`config.mk`:
```
export PLATFORM = sky130hd
export DESIGN_NAME = wb_pipe
export DESIGN_NICKNAME = d
export VERILOG_FILES = /design/src/rtl/wb_pkg.sv /design/src/rtl/wb_result_mux.sv /design/src/rtl/wb_pipe.sv
export SDC_FILE = /design/constraint.sdc
export NUM_CORES = 1
export LEC_CHECK = 0
export CORE_UTILIZATION = 45
export DETAILED_ROUTE_END_ITERATION = 7
export HOLD_SLACK_MARGIN = 0.06
export PLACE_DENSITY = 0.83
export SLEW_MARGIN = 20
export SYNTH_ARGS = -nofsm -noshare
export SYNTH_HDL_FRONTEND = slang
export SYNTH_SLANG_ARGS = --single-unit
export TNS_END_PERCENT = 20
```
`constraint.sdc`:
```
create_clock -name clk -period 1.9 [get_ports clk]
set_input_delay 0.38 -clock clk [delete_from_list [all_inputs] [get_ports clk]]
set_output_delay 0.38 -clock clk [all_outputs]
set_load 0.05 [all_outputs]
```
`src/rtl/wb_pkg.sv`:
```
// Shared types and helpers for the wb_pipe registered write-back stage.
// Optional feature macro used by wb_pipe: WB_BYPASS_EN.
package wb_pkg;

  // Widest datapath / index the shared entry struct can carry.
  localparam int WB_MAX_W  = 64;
  localparam int WB_MAX_AW = 8;

  typedef enum logic [2:0] {
    WB_PC   = 3'd0,
    WB_EX   = 3'd1,
    WB_MEM  = 3'd2,
    WB_IMM  = 3'd3,
    WB_BTR  = 3'd4,
    WB_SLBI = 3'd5
  } wb_mode_t;

  typedef enum logic [1:0] {
    ST_EMPTY = 2'd0,
    ST_ONE   = 2'd1,
    ST_TWO   = 2'd2
  } wb_state_t;

  typedef struct packed {
    logic                 wen;
    logic [WB_MAX_AW-1:0] rd;
    logic [WB_MAX_W-1:0]  data;
  } wb_entry_t;

  // Reverses the low w bits of v; bits at or above w must be zero.
  function automatic logic [WB_MAX_W-1:0] bitrev(input logic [WB_MAX_W-1:0] v,
                                                 input int unsigned w);
    logic [WB_MAX_W-1:0] r;
    for (int i = 0; i < WB_MAX_W; i++) r[i] = v[WB_MAX_W-1-i];
    return r >> (WB_MAX_W - w);
  endfunction

endpackage

```
`src/rtl/wb_result_mux.sv`:
```
// Combinational write-back value select; legal=0 flags a reserved mode code.
module wb_result_mux
  import wb_pkg::*;
#(
  parameter int W = 16
) (
  input  logic [2:0]   mode,
  input  logic [W-1:0] pc,
  input  logic [W-1:0] ex,
  input  logic [W-1:0] mem,
  input  logic [W-1:0] imm,
  input  logic [W-1:0] rs,
  output logic         legal,
  output logic [W-1:0] data
);

  always_comb begin
    legal = 1'b1;
    data  = '0;
    case (mode)
      WB_PC:   data = pc;
      WB_EX:   data = ex;
      WB_MEM:  data = mem;
      WB_IMM:  data = imm;
      WB_BTR:  data = W'(bitrev(WB_MAX_W'(rs), W));
      WB_SLBI: data = {rs[W/2-1:0], imm[W/2-1:0]};
      default: legal = 1'b0;
    endcase
  end

endmodule

```
`src/rtl/wb_pipe.sv`:
```
// Registered write-back stage: result select, two-entry elastic buffer, retire counter.
// Define WB_BYPASS_EN to expose the pending-write bypass ports.
module wb_pipe
  import wb_pkg::*;
#(
  parameter  int W    = 16,
  parameter  int REGS = 8,
  localparam int AW   = $clog2(REGS)
) (
  input  logic          clk,
  input  logic          rst_n,
  input  logic          in_valid,
  output logic          in_ready,
  input  logic [2:0]    in_mode,
  input  logic          in_wen,
  input  logic [AW-1:0] in_rd,
  input  logic [W-1:0]  in_pc,
  input  logic [W-1:0]  in_ex,
  input  logic [W-1:0]  in_mem,
  input  logic [W-1:0]  in_imm,
  input  logic [W-1:0]  in_rs,
  output logic          rf_wen,
  output logic [AW-1:0] rf_rd,
  output logic [W-1:0]  rf_data,
  input  logic          rf_ready,
  output logic [15:0]   retire_cnt,
`ifdef WB_BYPASS_EN
  output logic          byp0_valid,
  output logic [AW-1:0] byp0_rd,
  output logic [W-1:0]  byp0_data,
  output logic          byp1_valid,
  output logic [AW-1:0] byp1_rd,
  output logic [W-1:0]  byp1_data,
`endif
  output wb_state_t     dbg_state
);

  // Handshake: an entry transfers in on in_valid && in_ready; a write transfers out
  // on rf_wen && rf_ready. rf_* hold steady until then; wen=0 entries leave without rf_ready.

  logic         mux_legal;
  logic [W-1:0] mux_data;

  wb_result_mux #(.W(W)) u_mux (
    .mode  (in_mode),
    .pc    (in_pc),
    .ex    (in_ex),
    .mem   (in_mem),
    .imm   (in_imm),
    .rs    (in_rs),
    .legal (mux_legal),
    .data  (mux_data)
  );

  wb_entry_t new_e, main_q, main_d, skid_q, skid_d;
  wb_state_t state_q, state_d;
  logic      in_ready_q;
  logic [15:0] retire_q;
  logic      accept, drain, main_valid, skid_valid;

  always_comb begin
    new_e      = '0;
    new_e.wen  = in_wen && mux_legal;
    new_e.rd   = WB_MAX_AW'(in_rd);
    new_e.data = WB_MAX_W'(mux_data);
  end

  assign main_valid = (state_q != ST_EMPTY);
  assign skid_valid = (state_q == ST_TWO);
  assign accept     = in_valid && in_ready_q;
  assign drain      = main_valid && (rf_ready || !main_q.wen);

  always_comb begin
    state_d = state_q;
    main_d  = main_q;
    skid_d  = skid_q;
    case (state_q)
      ST_EMPTY: begin
        if (accept) begin
          state_d = ST_ONE;
          main_d  = new_e;
        end
      end
      ST_ONE: begin
        if (accept && drain) begin
          main_d = new_e;
        end else if (accept) begin
          state_d = ST_TWO;
          skid_d  = new_e;
        end else if (drain) begin
          state_d = ST_EMPTY;
        end
      end
      ST_TWO: begin
        if (drain) begin
          state_d = ST_ONE;
          main_d  = skid_q;
        end
      end
      default: state_d = ST_EMPTY;
    endcase
  end

  always_ff @(posedge clk) begin
    if (!rst_n) begin
      state_q    <= ST_EMPTY;
      main_q     <= '0;
      skid_q     <= '0;
      in_ready_q <= 1'b1;
      retire_q   <= '0;
    end else begin
      state_q    <= state_d;
      main_q     <= main_d;
      skid_q     <= skid_d;
      // Registered from next state so in_ready never sees an input combinationally.
      in_ready_q <= (state_d != ST_TWO);
      if (rf_wen && rf_ready) retire_q <= retire_q + 16'd1;
    end
  end

  assign in_ready   = in_ready_q;
  assign rf_wen     = main_valid && main_q.wen;
  assign rf_rd      = main_valid ? main_q.rd[AW-1:0] : '0;
  assign rf_data    = main_valid ? main_q.data[W-1:0] : '0;
  assign retire_cnt = retire_q;
  assign dbg_state  = state_q;

  // Upper struct bits are always zero for this configuration.
  logic unused_hi;
  assign unused_hi = ^{main_q.data >> W, main_q.rd >> AW};

`ifdef WB_BYPASS_EN
  assign byp0_valid = rf_wen;
  assign byp0_rd    = rf_rd;
  assign byp0_data  = rf_data;
  assign byp1_valid = skid_valid && skid_q.wen;
  assign byp1_rd    = skid_valid ? skid_q.rd[AW-1:0] : '0;
  assign byp1_data  = skid_valid ? skid_q.data[W-1:0] : '0;
`endif

endmodule

```
## Word level (Yosys, flattened, before mapping)

Cells that the tools add are included.

- Register bits: 59
- Bits of input ports: 91
- Output and inout bits: 39
- Logic and storage cells: 51

- Add/subtract/negate cells: 1
- Eq/ne operators: 11
- Multiplexer cells: 14
- Bitwise gates (word level): 1
- Reductions and logical operators: 15

Operators by type and width:

| cell | number |
|---|---|
| $mux W73 | 3 |
| $pmux W73 S3 | 1 |
| $pmux W16 S6 | 1 |
| $add A16 B1 Y16 const B | 1 |
| $mux W16 | 1 |
| $mux W2 | 5 |
| $ne A2 B2 Y1 const B | 4 |
| $eq A3 B2 Y1 const B | 2 |
| $eq A3 B3 Y1 const B | 2 |
| $logic_and A1 B1 Y1 | 6 |
| $pmux W2 S3 | 1 |
| $reduce_or A6 Y1 | 1 |
| $reduce_and A4 Y1 | 1 |
| $eq A3 B1 Y1 const B | 1 |
| $logic_not A3 Y1 | 1 |
| $mux W3 | 1 |
| $reduce_and A3 Y1 | 1 |
| $reduce_bool A3 Y1 | 1 |
| $eq A2 B1 Y1 const B | 1 |
| $eq A2 B2 Y1 const B | 1 |
| $logic_not A2 Y1 | 1 |
| $reduce_bool A2 Y1 | 1 |
| $logic_not A1 Y1 | 1 |
| $logic_or A1 B1 Y1 | 1 |
| other kinds (2) | 2 |

## Logic depth before layout (Yosys ltp)

- Word-level depth: 8
- Depth in mapped cells: 7

## Hierarchy

Synthesis repeated with hierarchy kept, for this count alone.

- Cells, all modules: 404
- Area total of the unflattened synthesis: 3479.6 um^2

By module, submodules not included:

| module | times used | cells an instance | area each (um^2) | sequential area each (um^2) |
|---|---|---|---|---|
| wb_pipe | 1 | 306 | 2590.0 | 1181.1 |
| wb_result_mux | 1 | 98 | 889.6 | 0.0 |

## Worst setup path after synthesis

OpenSTA, ideal clock, no wires.

- Path type: reg2out
- Start: reg state_q[1], in the netlist dbg_state[1]
- End: out rf_data[0]
- Data arrival time: 1.892 ns
- Setup slack: -0.372 ns
- Cell stages (with the launch flop): 5
- Buffers on the path: 2
- Path through: dfxtp_1 -> buf_4 -> nor2_1 -> clkbuf_1 -> nor2b_1

- Word-level cells in the longest chain between the ends: 2

Ends and longest elaborated chain:

| item | RTL line | source |
|---|---|---|
| start, declared | wb_pipe.sv:56 | `wb_state_t state_q, state_d;` |
| start signal, assigned | wb_pipe.sv:112 | `state_q <= state_d;` |
| $reduce_bool A2 Y1 | wb_pipe.sv:68 | `assign main_valid = (state_q != ST_EMPTY);` |
| $mux W16 | wb_pipe.sv:124 | `assign rf_data = main_valid ? main_q.data[W-1:0] : '0;` |
| end, declared | wb_pipe.sv:24 | `output logic [W-1:0] rf_data,` |

No other way between the ends.

## Worst setup path after layout

- Start: reg retire_q[5], in the netlist retire_cnt[5]
- End: reg retire_q[15], in the netlist retire_cnt[15]

- Word-level cells in the longest chain between the ends: 1

Ends and longest elaborated chain:

| item | RTL line | source |
|---|---|---|
| start, declared | wb_pipe.sv:58 | `logic [15:0] retire_q;` |
| start signal, assigned | wb_pipe.sv:117 | `if (rf_wen && rf_ready) retire_q <= retire_q + 16'd1;` |
| $add A16 B1 Y16 | wb_pipe.sv:117 |  |

No other way between the ends.
A chain may end at the register's enable or synchronous reset.

==> summary.md <==
| Metric | Value |
|---|---|
| Min-delay worst type | flip-flop to flip-flop |
| Startpoint types | flip-flop |
| Area Overhead vs Synth | 57.90% |
| Crit path buffers/inverters | 0 |
| Yosys reg bits | 59 |
| Mapped Cells | 403 |
| Max VDD drop | around 0.00054 V |
| Post-synth EDFFs | 0 |
| I/O Buffers | 129 |
| FILL cells | 527 |
| Run status | finished clean |
| RSZ-0062 raised after global routing | no |
| Synth area leader | dfxtp_1 |
| Register area share after synthesis | between 30% and 40% |
| Vias in the first global route | about 3800 |
| F_max | 566.5 MHz |
| Final cell count without fillers | 660 |
| Final worst slack | between 0.1 and 0.15 ns |
| Yosys warns | 0 |
| Static leakage | 2.237 nW |
| Top-count cell post-synth | dfxtp_1 |
| Asr flop ratio synth | 0% |
| H-Tree Level Count | 3 |
| Die Area | 8136 um^2 |
| Num Clock Sinks | 59 |
| CP required | 2.17 ns |
| Total negative setup slack | 0 ns |
| Die Width | 90.20 um |
| Flop-to-flop setup slack | 0.13 ns |
| Clk_lat worst skew | 0.33 ns |
| Post-Place Cells | 642 |
| Total track usage | 27.49% |
| Share of the synthesized area in the top cell type | 33.74% |
| DR pass1 iterations | 5 |
| Mapped Area | 3501 um^2 |
| Unique cell type count in the Yosys netlist | 50 |
| Setup slack at placement | -0.3592 ns |
| Leading cell types by count after synthesis | dfxtp_1, nand2_1, mux2i_1 |
| Routing usage on met3 | 4.230% |
| Total of max-cap violations | 0 |
| Synth Net Count | 495 |
| Final core utilization | 75.01% |
| Quantity of hold-fixing buffers added after cts | 0 |
| CTS tree | built |
| Top delay family on crit path | simple AND/OR/NAND/NOR gates |
| CTS buffer count | 9 |
| Core ar. | 7370 um^2 |
| Vias per inst | 5.680 |
| Row count | 31 |
| Most Crowded Layer GR | met2 |
| PwrDens | 587.5 nW/um^2 |
| Hold Worst Slack | 0.4734 ns |
| Top post-synthesis cells by area | dfxtp_1, mux2i_1, mux2_2, nor2b_1, nand2_1 |
| Post-route DRC | 0 |
| Tightest Pin Transition | 0.5628 ns |
| Slew headroom | roughly 62% |
| Largest net degree at the start of global routing | 38 |
| Crit-path max FO | 6 |
| Via count | between 3000 and 4000 |
| Tcrit/Tclk final | slightly above 90% |
| Worst Clk Skew | 0.008698 ns |
| IO Pins | 130 |
| Worst-case clock buffer depth | 2 |
| Final Setup Violations | 0 |
| Die Y | 90.20 um |
| Per-cell routed wire length | ~17 um |
| Worst Setup End Kind | flip-flop |
| WP data arrival | 2.03 ns |
| Final WL | between 10000 and 15000 um |
| CP max stage cell | or4_1 |
| Antenna cells | 0 |
| Worst stage delay on the critical path | 0.48 ns |
| Grt total ovfl | 0 |
| Crit path cell chain | nand4_1 -> or2_1 -> or4_1 -> a21oi_1 |
| Initial core utilization | 47.50% |
| Total chip power | 3.247 mW |
| Clock root cell | clkbuf_8 |
| Final hold violations | 0 |
| Met1 GRT Util | 33.02% |
| Layout cells sized above 1 | 28.16% |
| Final Max Slew Viols | 0 |
| Drt initial violations | 176 |
| Worst setup path class | flip-flop to flip-flop |
| ANT nets after route | 0 |
| Main synth FF type | dfxtp_1 |
| GPL Wtd Cong | between 0.8 and 0.9 |
| Hpwl dp | just over 8000 um |
| Final min period | 1.765 ns |
| Nets | approximately 650 |
| Clock Pin Slew Worst Setup and Hold Paths | 0.08 ns |
| Mean Syn Cell Area | 8.687 um^2 |
| Finished Cell Area | ~5500 um^2 |
| First-pass GRT wire length | around 18000 um |
| M2 GR Usage | 49.62% |
| Post-DP Area | 5259 um^2 |
| Initial antenna violation count | 0 |
-- registers in the layout (all words and copies together), names as in the netlist --
signal and count:
main_q 20, retire_cnt 16, in_ready 1, skid_q 20, dbg_state 2
-- power breakdown --
group,total (mW),internal (mW),switching [mW],leakage (nW)
Sequential,1.31,1.28,0.0282,0.480
Clock,1.14,0.614,0.530,0.0998
Combinational,0.798,0.441,0.357,1.66
-- logic make-up (layout without fill, tap and decap cells) --
| group | count (synthesis) | after routing | synth area share, % |
|---|---|---|---|
| buffers and inverters | 43 | 201 | 5.504 |
| AOI/OAI and AO/OA | 97 | 97 | 20.55 |
| muxes | 47 | 47 | 15.48 |
| adders and majority gates | 1 | 1 | 0.3573 |
| xor gates and xnor gates | 9 | 9 | 2.252 |
| and+or+nand+nor | 147 | 147 | 22.12 |
| DFF | 59 | 59 | 33.74 |
-- worst paths after layout --
path	depth (start not counted)	end	startpoint
max	4	retire_cnt[15]	retire_cnt[5]
min	2	skid_q[1]	skid_q[1]
max reg2reg	4	retire_cnt[15]	retire_cnt[5]
min reg2reg	2	skid_q[1]	skid_q[1]
-- worst register-to-register path, delay by kind of cell (launching register included) --
family / cells / cell delay (ns)
and+or+nand+nor: 3 / 1.14
DFF: 1 / 0.41
AOI/OAI and AO/OA: 1 / 0.15
-- cell type report --
cell class	count	area, um^2	area share [%]
Timing Repair Buffer	176	1677	30.33
Clock buffer	9	123.9	2.241
Inverter	9	33.78	0.6111
Multi-Input combinational cell	301	2308	41.76
Sequential cell	59	1184	21.41
Clock inverter	7	77.57	1.403
Tap cell	99	123.9	2.241
-- what timing repair did --
item,in CTS,in global routing
setup buffers,1,0
setup endpoints to repair,16,23
gates resized for setup,2,12
pin swaps,3,3
gates cloned,0,1
-- placed cells by master, fill, tap and decap left out, drive strengths merged, types with 5 or more instances in the layout --
| master | synthesis | final |
|---|---|---|
| buf | 17 | 83 |
| nor2b | 25 | 25 |
| a21oi | 19 | 19 |
| nand3b | 5 | 5 |
| o221ai | 12 | 12 |
| o211a | 6 | 6 |
| xnor2 | 8 | 8 |
| clkbuf | 17 | 9 |
| mux2 | 17 | 17 |
| o22ai | 7 | 7 |
| inv | 8 | 9 |
| nand2 | 30 | 30 |
| nand3 | 19 | 19 |
| nor2 | 23 | 23 |
| clkinv | 1 | 5 |
| clkdlybuf4s50 | 0 | 86 |
| nand2b | 13 | 13 |
| o21ai | 19 | 19 |
| dfxtp | 59 | 59 |
| a311oi | 7 | 7 |
| nand4 | 9 | 9 |
| nor3 | 8 | 8 |
| dlymetal6s2s | 0 | 6 |
| mux2i | 26 | 26 |
-- metal layers --
| metal | up-vias | routed length [um] |
|---|---|---|
| met2 | 116 | 5732 |
| met3 | 19 | 495 |
| met4 | 0 | 196 |
| li1 | 1809 | - |
| met5 | - | 0 |
| met1 | 1805 | 4696 |
No activity file was read; power rests on OpenSTA's default activity.
